**src/rtl/pad_io_ctrl_pkg.sv**
```systemverilog
// rtl/pad_io_ctrl_pkg.sv - shared FSM state type and default parameters for pad_io_ctrl
package pad_io_ctrl_pkg;

  typedef enum logic [1:0] {
    ST_IN     = 2'd0,
    ST_TO_OUT = 2'd1,
    ST_OUT    = 2'd2,
    ST_TO_IN  = 2'd3
  } pad_state_e;

  localparam int TURN_CYC_DEF    = 2;
  localparam int SYNC_STAGES_DEF = 2;
  localparam int FILT_W_DEF      = 4;

endpackage

```
**src/rtl/pad_in_filter.sv**
```systemverilog
// rtl/pad_in_filter.sv - pad input synchronizer plus glitch filter
// chg_o flags that in_data_o toggles on the coming edge.
module pad_in_filter
  import pad_io_ctrl_pkg::*;
#(
  parameter int SYNC_STAGES = SYNC_STAGES_DEF,
  parameter int FILT_W      = FILT_W_DEF
) (
  input  logic              clk_i,
  input  logic              rst_i,
  input  logic              en_i,
  input  logic [FILT_W-1:0] filt_len_i,
  input  logic              pad_o_i,
  output logic              in_data_o,
  output logic              chg_o
);

  logic [SYNC_STAGES-1:0] sync_q;
  logic [FILT_W-1:0]      cnt_q, cnt_d;
  logic                   in_data_q, in_data_d;
  logic                   synced;

  assign synced    = sync_q[SYNC_STAGES-1];
  assign in_data_o = in_data_q;

  // Counter only advances while the synced value disagrees with the output.
  always_comb begin
    cnt_d     = '0;
    in_data_d = in_data_q;
    chg_o     = 1'b0;
    if (en_i && (synced != in_data_q)) begin
      if (cnt_q == filt_len_i) begin
        in_data_d = ~in_data_q;
        chg_o     = 1'b1;
      end else begin
        cnt_d = cnt_q + FILT_W'(1);
      end
    end
  end

  always_ff @(posedge clk_i) begin
    if (rst_i) begin
      sync_q    <= '0;
      cnt_q     <= '0;
      in_data_q <= 1'b0;
    end else begin
      sync_q    <= {sync_q[SYNC_STAGES-2:0], pad_o_i};
      cnt_q     <= cnt_d;
      in_data_q <= in_data_d;
    end
  end

endmodule

```
**src/rtl/pad_io_ctrl.sv**
```systemverilog
// rtl/pad_io_ctrl.sv - bidirectional pad controller with turnaround FSM and filtered input
// Define PAD_IO_CTRL_EDGE_EN to generate rise_o/fall_o; otherwise both are tied to 0.
module pad_io_ctrl
  import pad_io_ctrl_pkg::*;
#(
  parameter int TURN_CYC    = TURN_CYC_DEF,
  parameter int SYNC_STAGES = SYNC_STAGES_DEF,
  parameter int FILT_W      = FILT_W_DEF
) (
  input  logic              clk_i,
  input  logic              rst_i,
  input  logic              dir_req_i,
  input  logic              out_data_i,
  input  logic [FILT_W-1:0] filt_len_i,
  output logic              pad_oen_o,
  output logic              pad_i_o,
  input  logic              pad_o_i,
  output logic              dir_o,
  output logic              busy_o,
  output logic              in_data_o,
  output logic              rise_o,
  output logic              fall_o
);

  localparam int              TC_W    = (TURN_CYC > 1) ? $clog2(TURN_CYC) : 1;
  localparam logic [TC_W-1:0] TC_LAST = TC_W'((TURN_CYC > 0) ? TURN_CYC - 1 : 0);

  pad_state_e      state_q, state_d;
  logic [TC_W-1:0] tc_q, tc_d;
  logic            oen_q, dir_q, busy_q, pad_i_q;
  logic            flt_data, flt_chg;

  always_ff @(posedge clk_i) begin
    if (rst_i) begin
      state_q <= ST_IN;
      tc_q    <= '0;
    end else begin
      state_q <= state_d;
      tc_q    <= tc_d;
    end
  end

  // Requests are only looked at in IN/OUT, so turnarounds always run to completion.
  always_comb begin
    state_d = state_q;
    tc_d    = '0;
    case (state_q)
      ST_IN:     if (dir_req_i) state_d = (TURN_CYC == 0) ? ST_OUT : ST_TO_OUT;
      ST_TO_OUT: begin
        if (tc_q == TC_LAST) state_d = ST_OUT;
        else                 tc_d    = tc_q + TC_W'(1);
      end
      ST_OUT:    if (!dir_req_i) state_d = (TURN_CYC == 0) ? ST_IN : ST_TO_IN;
      ST_TO_IN: begin
        if (tc_q == TC_LAST) state_d = ST_IN;
        else                 tc_d    = tc_q + TC_W'(1);
      end
      default:   state_d = ST_IN;
    endcase
  end

  // Outputs are registered from the next state so they line up with state_q.
  always_ff @(posedge clk_i) begin
    if (rst_i) begin
      oen_q   <= 1'b1;
      dir_q   <= 1'b0;
      busy_q  <= 1'b0;
      pad_i_q <= 1'b0;
    end else begin
      oen_q  <= (state_d != ST_OUT);
      dir_q  <= (state_d == ST_OUT);
      busy_q <= (state_d == ST_TO_OUT) || (state_d == ST_TO_IN);
      if ((state_q == ST_TO_OUT) || (state_q == ST_OUT)) pad_i_q <= out_data_i;
    end
  end

  assign pad_oen_o = oen_q;
  assign dir_o     = dir_q;
  assign busy_o    = busy_q;
  assign pad_i_o   = pad_i_q;
  assign in_data_o = flt_data;

  pad_in_filter #(
    .SYNC_STAGES (SYNC_STAGES),
    .FILT_W      (FILT_W)
  ) u_pad_in_filter (
    .clk_i      (clk_i),
    .rst_i      (rst_i),
    .en_i       (state_q == ST_IN),
    .filt_len_i (filt_len_i),
    .pad_o_i    (pad_o_i),
    .in_data_o  (flt_data),
    .chg_o      (flt_chg)
  );

`ifdef PAD_IO_CTRL_EDGE_EN
  logic rise_q, fall_q;

  always_ff @(posedge clk_i) begin
    if (rst_i) begin
      rise_q <= 1'b0;
      fall_q <= 1'b0;
    end else begin
      rise_q <= flt_chg & ~flt_data;
      fall_q <= flt_chg & flt_data;
    end
  end

  assign rise_o = rise_q;
  assign fall_o = fall_q;
`else
  logic edge_unused;
  assign edge_unused = flt_chg;
  assign rise_o      = 1'b0;
  assign fall_o      = 1'b0;
`endif

endmodule

```
**config.mk**
```make
export PLATFORM = sky130hd
export DESIGN_NAME = pad_io_ctrl
export DESIGN_NICKNAME = d
export VERILOG_FILES = /design/src/rtl/pad_io_ctrl_pkg.sv /design/src/rtl/pad_in_filter.sv /design/src/rtl/pad_io_ctrl.sv
export SDC_FILE = /design/constraint.sdc
export NUM_CORES = 1
export LEC_CHECK = 0
export CAP_MARGIN = 20
export CORE_UTILIZATION = 30
export CTS_BUF_LIST = sky130_fd_sc_hd__clkbuf_2
export CTS_CLUSTER_DIAMETER = 40
export CTS_CLUSTER_SIZE = 24
export DETAILED_ROUTE_END_ITERATION = 8
export REMOVE_ABC_BUFFERS = 1
export SKIP_CTS_REPAIR_TIMING = 1
export SLEW_MARGIN = 20
export SYNTH_ARGS = -nofsm -noshare
export SYNTH_HDL_FRONTEND = slang
export SYNTH_HIERARCHICAL = 1
export SYNTH_SLANG_ARGS = --single-unit
export TNS_END_PERCENT = 20
```
**constraint.sdc**
```tcl
create_clock -name clk_i -period 1.8 [get_ports clk_i]
set_input_delay 0.36 -clock clk_i [delete_from_list [all_inputs] [get_ports clk_i]]
set_output_delay 0.36 -clock clk_i [all_outputs]
set_load 0.1 [all_outputs]
```
==> qor.yml, run 1 <==
status:
  result_of_the_run: "complete, no violations"
final_layout:
  post_layout_nonfiller_instances: 109
  utilization_pct: 44.1
  fillers: 186
  finish.net_count: 97
  final_design_area_no_fill_um2: 873
  drive_above_1_share_pct: 20.7
  num_antenna_cells: 0
  synthToLayoutAreaGrowth_pct: 37.1
min_path:
  hold_path_class: "flop to flop"
clocking:
  insertion_delay_ns: 0.28
  ctsHtreeMaxLevel: 1
  clock_sink_count: 14
  numCtsBuffers: 3
  cts_max_path_buffers: 2
  cts_tree: "done"
  clk_pin_slew_ns: 0.14
  root_cell_of_the_clock_tree: "clkbuf_2"
routing:
  viasPerCell: 4.29
  avgRoutedWirePerCell_um: 9.53
  drt_drc_violations_left: 0
  via_count: 468
  drtPass1Iterations: 3
  drt_iter0_markers: 10
  antenna_left: 0
  routed_wl_um: 1040
grt:
  grt_remaining_overflow: 0
  first_pass_grt_wire_length_um: 1450
  vias_in_the_first_global_route: 353
  grt_util_all_layers_pct: 9.95
  antenna_violations_before_repair: 0
  grt_start_max_net_pins: 9
worst_setup_path:
  critical_path.startpoint_type: "flop"
  required_ns: 2.02
  cp_capture_type: "flop"
  timing.critical_path.fanout_max: 6
  worst-endpoint-arrival_ns: 1.77
  ff2ff_setup_slack_ns: 0.25
  timing_worst_setup_path_type: "flop to flop"
logic_synthesis:
  netlist_instances: 64
  syn_area_per_cell_um2: 9.95
  ys_warn_count: 6
  synthesis.area_um2: 637
power_and_ir_drop:
  ir_drop_mv: 0.581
  post-layout-total-power_uw: 923
  power_density_mw_per_mm2: 1060
  total_leakage_power_nw: 0.373
placement:
  place_congestion: 0.758
  buffers_added_on_ports: 13
  placed_cell_area_um2: 855
  numPlacedInstances: 105
  detailed_place_hpwl_um: 810
  detailedPlace.worstSlack_ns: 0.0861
sta:
  achievable_freq_mhz: 647
  fin_skew_ns: 0.0119
  setup_tns_ns: 0
  timing.final.crit_period_ns: 1.55
  fin_hold_ws_ns: 0.457
  post-route-period-util_pct: 85.8
  final.setup.worst_slack_ns: 0.255
  rsz0062_at_grt: "no"
  finalHoldViolCount: 0
  maxSlewViolCount: 0
  setup_viol_count_final: 0
floorplanning:
  floorplan.io_pins: 16
  core-area_mm2: 0.00198
  row_count: 16
  floorplan_die_area_mm2: 0.00231
  start_util_pct: 32.1
  chipHeight_um: 48.1
  chipWidth_um: 48.1
job:
  timing.max_cap.violations: 0
report_power, final:
group,leakage (nW),internal (mW),switching (mW),total (mW)
registers,0.114,0.345,0.0338,0.379
clock network,0.0140,0.0483,0.101,0.149
logic,0.244,0.150,0.246,0.396
sequential cells by signal (all words and copies together), names as in the netlist:
name and cells:
busy_o 1, dir_o 1, pad_i_o 1, pad_oen_o 1, state_q 2, tc_q 1
u_pad_in_filter/cnt_q 4, u_pad_in_filter/in_data_o 1, u_pad_in_filter/sync_q 2
worst paths after layout:
| kind | startpoint | end | cells after the start |
|---|---|---|---|
| worst min register to register | u_pad_in_filter/sync_q[0]$_SDFF_PP0_ | u_pad_in_filter/sync_q[1]$_SDFF_PP0_ | 1 |
| worst min-delay path | u_pad_in_filter/sync_q[0]$_SDFF_PP0_ | u_pad_in_filter/sync_q[1]$_SDFF_PP0_ | 1 |
| worst max register to register | state_q[1]$_SDFF_PP0_ | dir_o$_SDFF_PP0_ | 6 |
| worst max-delay path | state_q[1]$_SDFF_PP0_ | dir_o$_SDFF_PP0_ | 6 |
critical path, cell delays in order (launching register included):
cell and delay (ns):
dfxtp_1 0.46, inv_1 0.09, ha_1 0.29, nor2_1 0.15, a21oi_2 0.09, a211oi_4 0.27, and2_1 0.16
placed cells by master, fill, tap and decap left out, types with 2 or more instances in the layout:
master / count
conb_1: 2
nand3_1: 2
ha_1: 5
buf_12: 5
inv_1: 4
nand2_1: 2
a21oi_1: 2
nor2b_1: 2
nor2_1: 9
dfxtp_1: 14
buf_4: 2
clkdlybuf4s50_1: 8
clkbuf_2: 3
xor2_1: 6
metal layers:
metal	track usage [%]	up-vias	share of wire [%]
li1	-	241	-
met1	12.0	212	48
met2	14.1	13	46
met3	5.66	2	5.2
met4	5.00	0	1.5
met5	0	-	0
layout make-up:
class | instances | area, µm² | share of cell area [%]
Timing Repair Buffer | 15 | 195 | 22.3
Clock inverter | 1 | 3.75 | 0.430
Sequential cell | 14 | 280 | 32.1
Clock buffer | 3 | 15.0 | 1.72
Multi-Input combinational cell | 44 | 327 | 37.4
Tap cell | 27 | 33.8 | 3.87
Inverter | 5 | 18.8 | 2.15
No activity file was read; power rests on OpenSTA's default activity.
==> inputs of run 2 (changes only) <==
- ABC_AREA: not set -> 1
==> run 2 against run 1 <==
  * Combinational power shrank 56%
  * Synthesized cell count rose by 58%
  * Worst setup slack better by 0.16 ns
  * Clock skew fell by 0.0067 ns
  * Die area up 13%
  * Design area increased by 9.3%
==> qor.yml, run 2 <==
status:
  result_of_the_run: "complete, no violations"
sta:
  finalHoldViolCount: 0
  rsz0062_at_grt: "no"
  achievable_freq_mhz: 722
  final.setup.worst_slack_ns: 0.415
  maxSlewViolCount: 0
  setup_viol_count_final: 0
  timing.final.crit_period_ns: 1.39
  fin_skew_ns: 0.00518
  setup_tns_ns: 0
  post-route-period-util_pct: 77.0
clocking:
  clk_pin_slew_ns: 0.14
  ctsHtreeMaxLevel: 1
  numCtsBuffers: 3
  cts_max_path_buffers: 2
  clock_sink_count: 14
  insertion_delay_ns: 0.27
  cts_tree: "done"
  root_cell_of_the_clock_tree: "clkbuf_2"
logic_synthesis:
  synthesis.area_um2: 724
  ys_warn_count: 6
  netlist_instances: 101
  syn_area_per_cell_um2: 7.17
grt:
  vias_in_the_first_global_route: 555
  first_pass_grt_wire_length_um: 2090
  grt_start_max_net_pins: 9
  antenna_violations_before_repair: 0
  grt_util_all_layers_pct: 10.6
  grt_remaining_overflow: 0
final_layout:
  final_design_area_no_fill_um2: 955
  most_frequent_cells_in_the_layout: "nand2_1, inv_1, nor2_1, dfxtp_1, clkdlybuf4s50_1"
  max_flop_register: "u_pad_in_filter/cnt_q"
  mostFrequentLayoutCell: "nand2_1"
  synthToLayoutAreaGrowth_pct: 31.8
  finish.net_count: 133
  num_antenna_cells: 0
  drive_above_1_share_pct: 17.8
  largest_registers: "u_pad_in_filter/cnt_q: 4 flops, state_q: 2 flops, u_pad_in_filter/sync_q: 2 flops"
  largest_reg_flops: 4
floorplanning:
  core-area_mm2: 0.00225
  row_count: 17
  floorplan_die_area_mm2: 0.00262
  chipWidth_um: 51.1
  start_util_pct: 32.1
  chipHeight_um: 51.1
  floorplan.io_pins: 16
routing:
  viasPerCell: 4.17
  drt_drc_violations_left: 0
  antenna_left: 0
  routed_wl_um: 1230
  drt_iter0_markers: 3
  drtPass1Iterations: 3
  via_count: 609
  avgRoutedWirePerCell_um: 8.42
placement:
  detailed_place_hpwl_um: 980
  placed_cell_area_um2: 936
  detailedPlace.worstSlack_ns: 0.283
  buffers_added_on_ports: 13
  place_congestion: 0.704
job:
  timing.max_cap.violations: 0
worst_setup_path:
  critical_path.startpoint_type: "flop"
  timing_worst_setup_path_type: "flop to flop"
  required_ns: 1.97
  timing.critical_path.fanout_max: 6
  worst-endpoint-arrival_ns: 1.56
  cp_capture_type: "flop"
min_path:
  hold_path_class: "flop to flop"
power_and_ir_drop:
  total_leakage_power_nw: 0.451
  power_density_mw_per_mm2: 694
  ir_drop_mv: 0.331
## run 2: path summary, 6_finish.rpt
path / start / to / slack [ns] / depth (start not counted)
max: state_q[1]$_SDFF_PP0_ / pad_oen_o$_SDFF_PP1_ / 0.41 / 7
min: u_pad_in_filter/sync_q[0]$_SDFF_PP0_ / u_pad_in_filter/sync_q[1]$_SDFF_PP0_ / 0.40 / 2
max reg2reg: state_q[1]$_SDFF_PP0_ / pad_oen_o$_SDFF_PP1_ / 0.41 / 7
min reg2reg: u_pad_in_filter/sync_q[0]$_SDFF_PP0_ / u_pad_in_filter/sync_q[1]$_SDFF_PP0_ / 0.40 / 2
## run 2: area by class of cell
cell class,instances,area (µm²)
fill,241,1300
multi-input combinational,66,358
sequential,14,280
timing repair buffer,14,188
inverter,20,75.1
tap,28,35.0
clock buffer,3,15.0
clock inverter,1,3.75
## run 2: worst max-delay path, stage by stage (launching register included)
cell and delay, ns:
dfxtp_1 0.47, inv_2 0.08, ha_1 0.19, or2_1 0.23, nand2_1 0.08, nand3_2 0.06, nand2_2 0.10, nand3_1 0.09
## run 2: routing by layer
layer	share of wire (%)	global-route usage, %	wire length [µm]	vias up
li1	-	-	-	328
met1	45	10.3	551	266
met2	48	20.2	591	15
met3	7.1	5.36	87	0
met4	0	1.39	0	0
met5	0	0	0	-
## run 2: report_power, final
group	internal (mW)	total (mW)	switching, mW	leakage (nW)
Combinational	0.0630	0.174	0.111	0.323
Sequential	0.324	0.338	0.0143	0.114
Clock	0.0483	0.150	0.101	0.0140
## run 2: metrics by stage
stage	util (%)	hold WS [ns]	power, mW	cells
after floorplan	-	0.388	0.458	100
after global placement	41.5	0.396	0.518	142
after detailed placement	41.5	0.396	0.521	142
after CTS	42.3	0.400	0.673	146
after global routing	42.3	0.430	0.703	146
final	42.3	0.405	0.662	146
==> inputs of run 3 (changes only) <==
- clock period: 1.8 -> 1.21 ns (I/O delays scaled with it)
==> run 3 against run 2 <==
  * Fmax grew 10%
  * Power rose by 50%
  * Global-route usage is 0.91 points higher
  * Combinational power is 66% higher
  * Non-clock buffer count rose by 5
  * The run now ends with setup timing left
  * Sequential share of layout area shrank 1.5 points
  * Core utilization increased by 3.1 points
==> qor.yml, run 3 (synthesis gave the netlist of run 2 again) <==
status:
  result_of_the_run: "complete, but fails checks"
  violations: "setup timing"
final_layout:
  final_design_area_no_fill_mm2: 0.00102
  multi_input_area_um2: 385
  utilization_pct: 45.4
  mostFrequentLayoutCell: "nand2_1"
  num_antenna_cells: 0
  largest_reg_flops: 4
  fillers: 241
  drive_above_1_share_pct: 27.0
  reg_area_um2: 285
  largest_registers: "u_pad_in_filter/cnt_q: 4 flops, state_q: 2 flops, u_pad_in_filter/sync_q: 2 flops"
  max_flop_register: "u_pad_in_filter/cnt_q"
  post_layout_nonfiller_instances: 150
  synthToLayoutAreaGrowth_pct: 41.3
  most_frequent_cells_in_the_layout: "nand2_1, inv_1, nor2_1"
  finish.net_count: 138
job:
  timing.max_cap.violations: 0
worst_setup_path:
  cp_capture_type: "flop"
  timing.critical_path.fanout_max: 5
  required_ns: 1.39
  timing.critical_path.slowest_stage_cell: "dfxtp_4"
  slowest_delay_ns: 0.39
  timing_worst_setup_path_type: "flop to flop"
  critical_path.startpoint_type: "flop"
  worst-endpoint-arrival_ns: 1.44
  crit_chain: "buf_4 -> ha_1 -> nand2_1 -> nand3_1 -> nand2_1 -> nand2_2 -> nand2_2 -> nor2_2"
floorplanning:
  floorplan_die_area_mm2: 0.00262
  chipWidth_um: 51.1
  row_count: 17
  floorplan.io_pins: 16
  start_util_pct: 32.1
  core-area_mm2: 0.00225
  chipHeight_um: 51.1
sta:
  fin_hold_ws_ns: 0.416
  setup_viol_count_final: 5
  timing.final.crit_period_ns: 1.26
  maxSlewViolCount: 0
  setup_tns_ns: -0.156
  rsz0062_at_grt: "yes"
  post-route-period-util_pct: 104
  final.setup.worst_slack_ns: -0.0500
  achievable_freq_mhz: 794
  finalHoldViolCount: 0
  fin_skew_ns: 0.00389
power_and_ir_drop:
  ir_drop_mv: 0.813
  internal_power_uw: 660
  power.share.switching_pct: 33.6
  post-layout-total-power_uw: 994
  clock_power_share_pct: 20.4
  power_density_mw_per_mm2: 971
  power_frac_seq_pct: 50.6
  switching_power_total_uw: 334
  pwr-share-comb_pct: 29.0
  total_leakage_power_nw: 0.477
clocking:
  insertion_delay_ns: 0.27
  numCtsBuffers: 3
  root_cell_of_the_clock_tree: "clkbuf_2"
  clk_pin_slew_ns: 0.12
  cts_tree: "done"
  cts_max_path_buffers: 2
  ctsHtreeMaxLevel: 1
  clock_sink_count: 14
grt:
  grt_start_max_net_pins: 8
  busiest_layer: "met2"
  groute.layer.met3.usage_pct: 4.76
  grt_util_all_layers_pct: 11.5
  first_pass_grt_wire_length_um: 2280
  vias_in_the_first_global_route: 591
  globalRouteMet1Util_pct: 12.4
  globalRouteMet2Util_pct: 21.3
  grt_remaining_overflow: 0
  antenna_violations_before_repair: 0
routing:
  viasPerCell: 4.31
  via_count: 647
  drtPass1Iterations: 4
  avgRoutedWirePerCell_um: 8.95
  antenna_left: 0
  routed_wl_um: 1340
  drt_drc_violations_left: 0
  drt_iter0_markers: 7
placement:
  numPlacedInstances: 147
  buffers_added_on_ports: 13
  placed_cell_area_um2: 973
  detailed_place_hpwl_um: 1050
  place_congestion: 0.770
  detailedPlace.worstSlack_ns: -0.173
min_path:
  hold_path_class: "flop to flop"
[run 3: area by class of cell]
cell class | instances | area share, %
repair buffers | 19 | 22.0
clock buffers | 3 | 1.47
multi-input cells | 66 | 37.7
flip-flops and latches | 14 | 27.9
well taps | 28 | 3.42
inverters | 20 | 7.58
[run 3: worst max-delay path: cells and delay by family, from the launching register on]
family	cells	cell delay [ns]
adders and majority gates	1	0.22
buffers and inverters	1	0.14
DFF	1	0.39
and+or+nand+nor	6	0.44
[run 3: path summary, 6_finish.rpt]
| kind | endpoint | from | slack [ns] | cells past startpoint |
|---|---|---|---|---|
| max reg2reg | dir_o$_SDFF_PP0_ | state_q[1]$_SDFF_PP0_ | -0.05 | 8 |
| min | u_pad_in_filter/sync_q[1]$_SDFF_PP0_ | u_pad_in_filter/sync_q[0]$_SDFF_PP0_ | 0.42 | 2 |
| max | dir_o$_SDFF_PP0_ | state_q[1]$_SDFF_PP0_ | -0.05 | 8 |
| min reg2reg | u_pad_in_filter/sync_q[1]$_SDFF_PP0_ | u_pad_in_filter/sync_q[0]$_SDFF_PP0_ | 0.42 | 2 |
[run 3: routing by layer]
layer,part of all wire [%],vias to the layer above
met2,50,18
met4,0.60,0
met5,0,-
met3,6.5,2
li1,-,339
met1,42,288
[run 3: power groups by stage]
stage	sequential [mW]	combinational [mW]	clock, mW
after floorplan	0.571	0.110	0
after global placement	0.511	0.276	0
after detailed placement	0.512	0.280	0
after CTS	0.502	0.281	0.214
after global routing	0.507	0.308	0.237
final	0.503	0.288	0.202
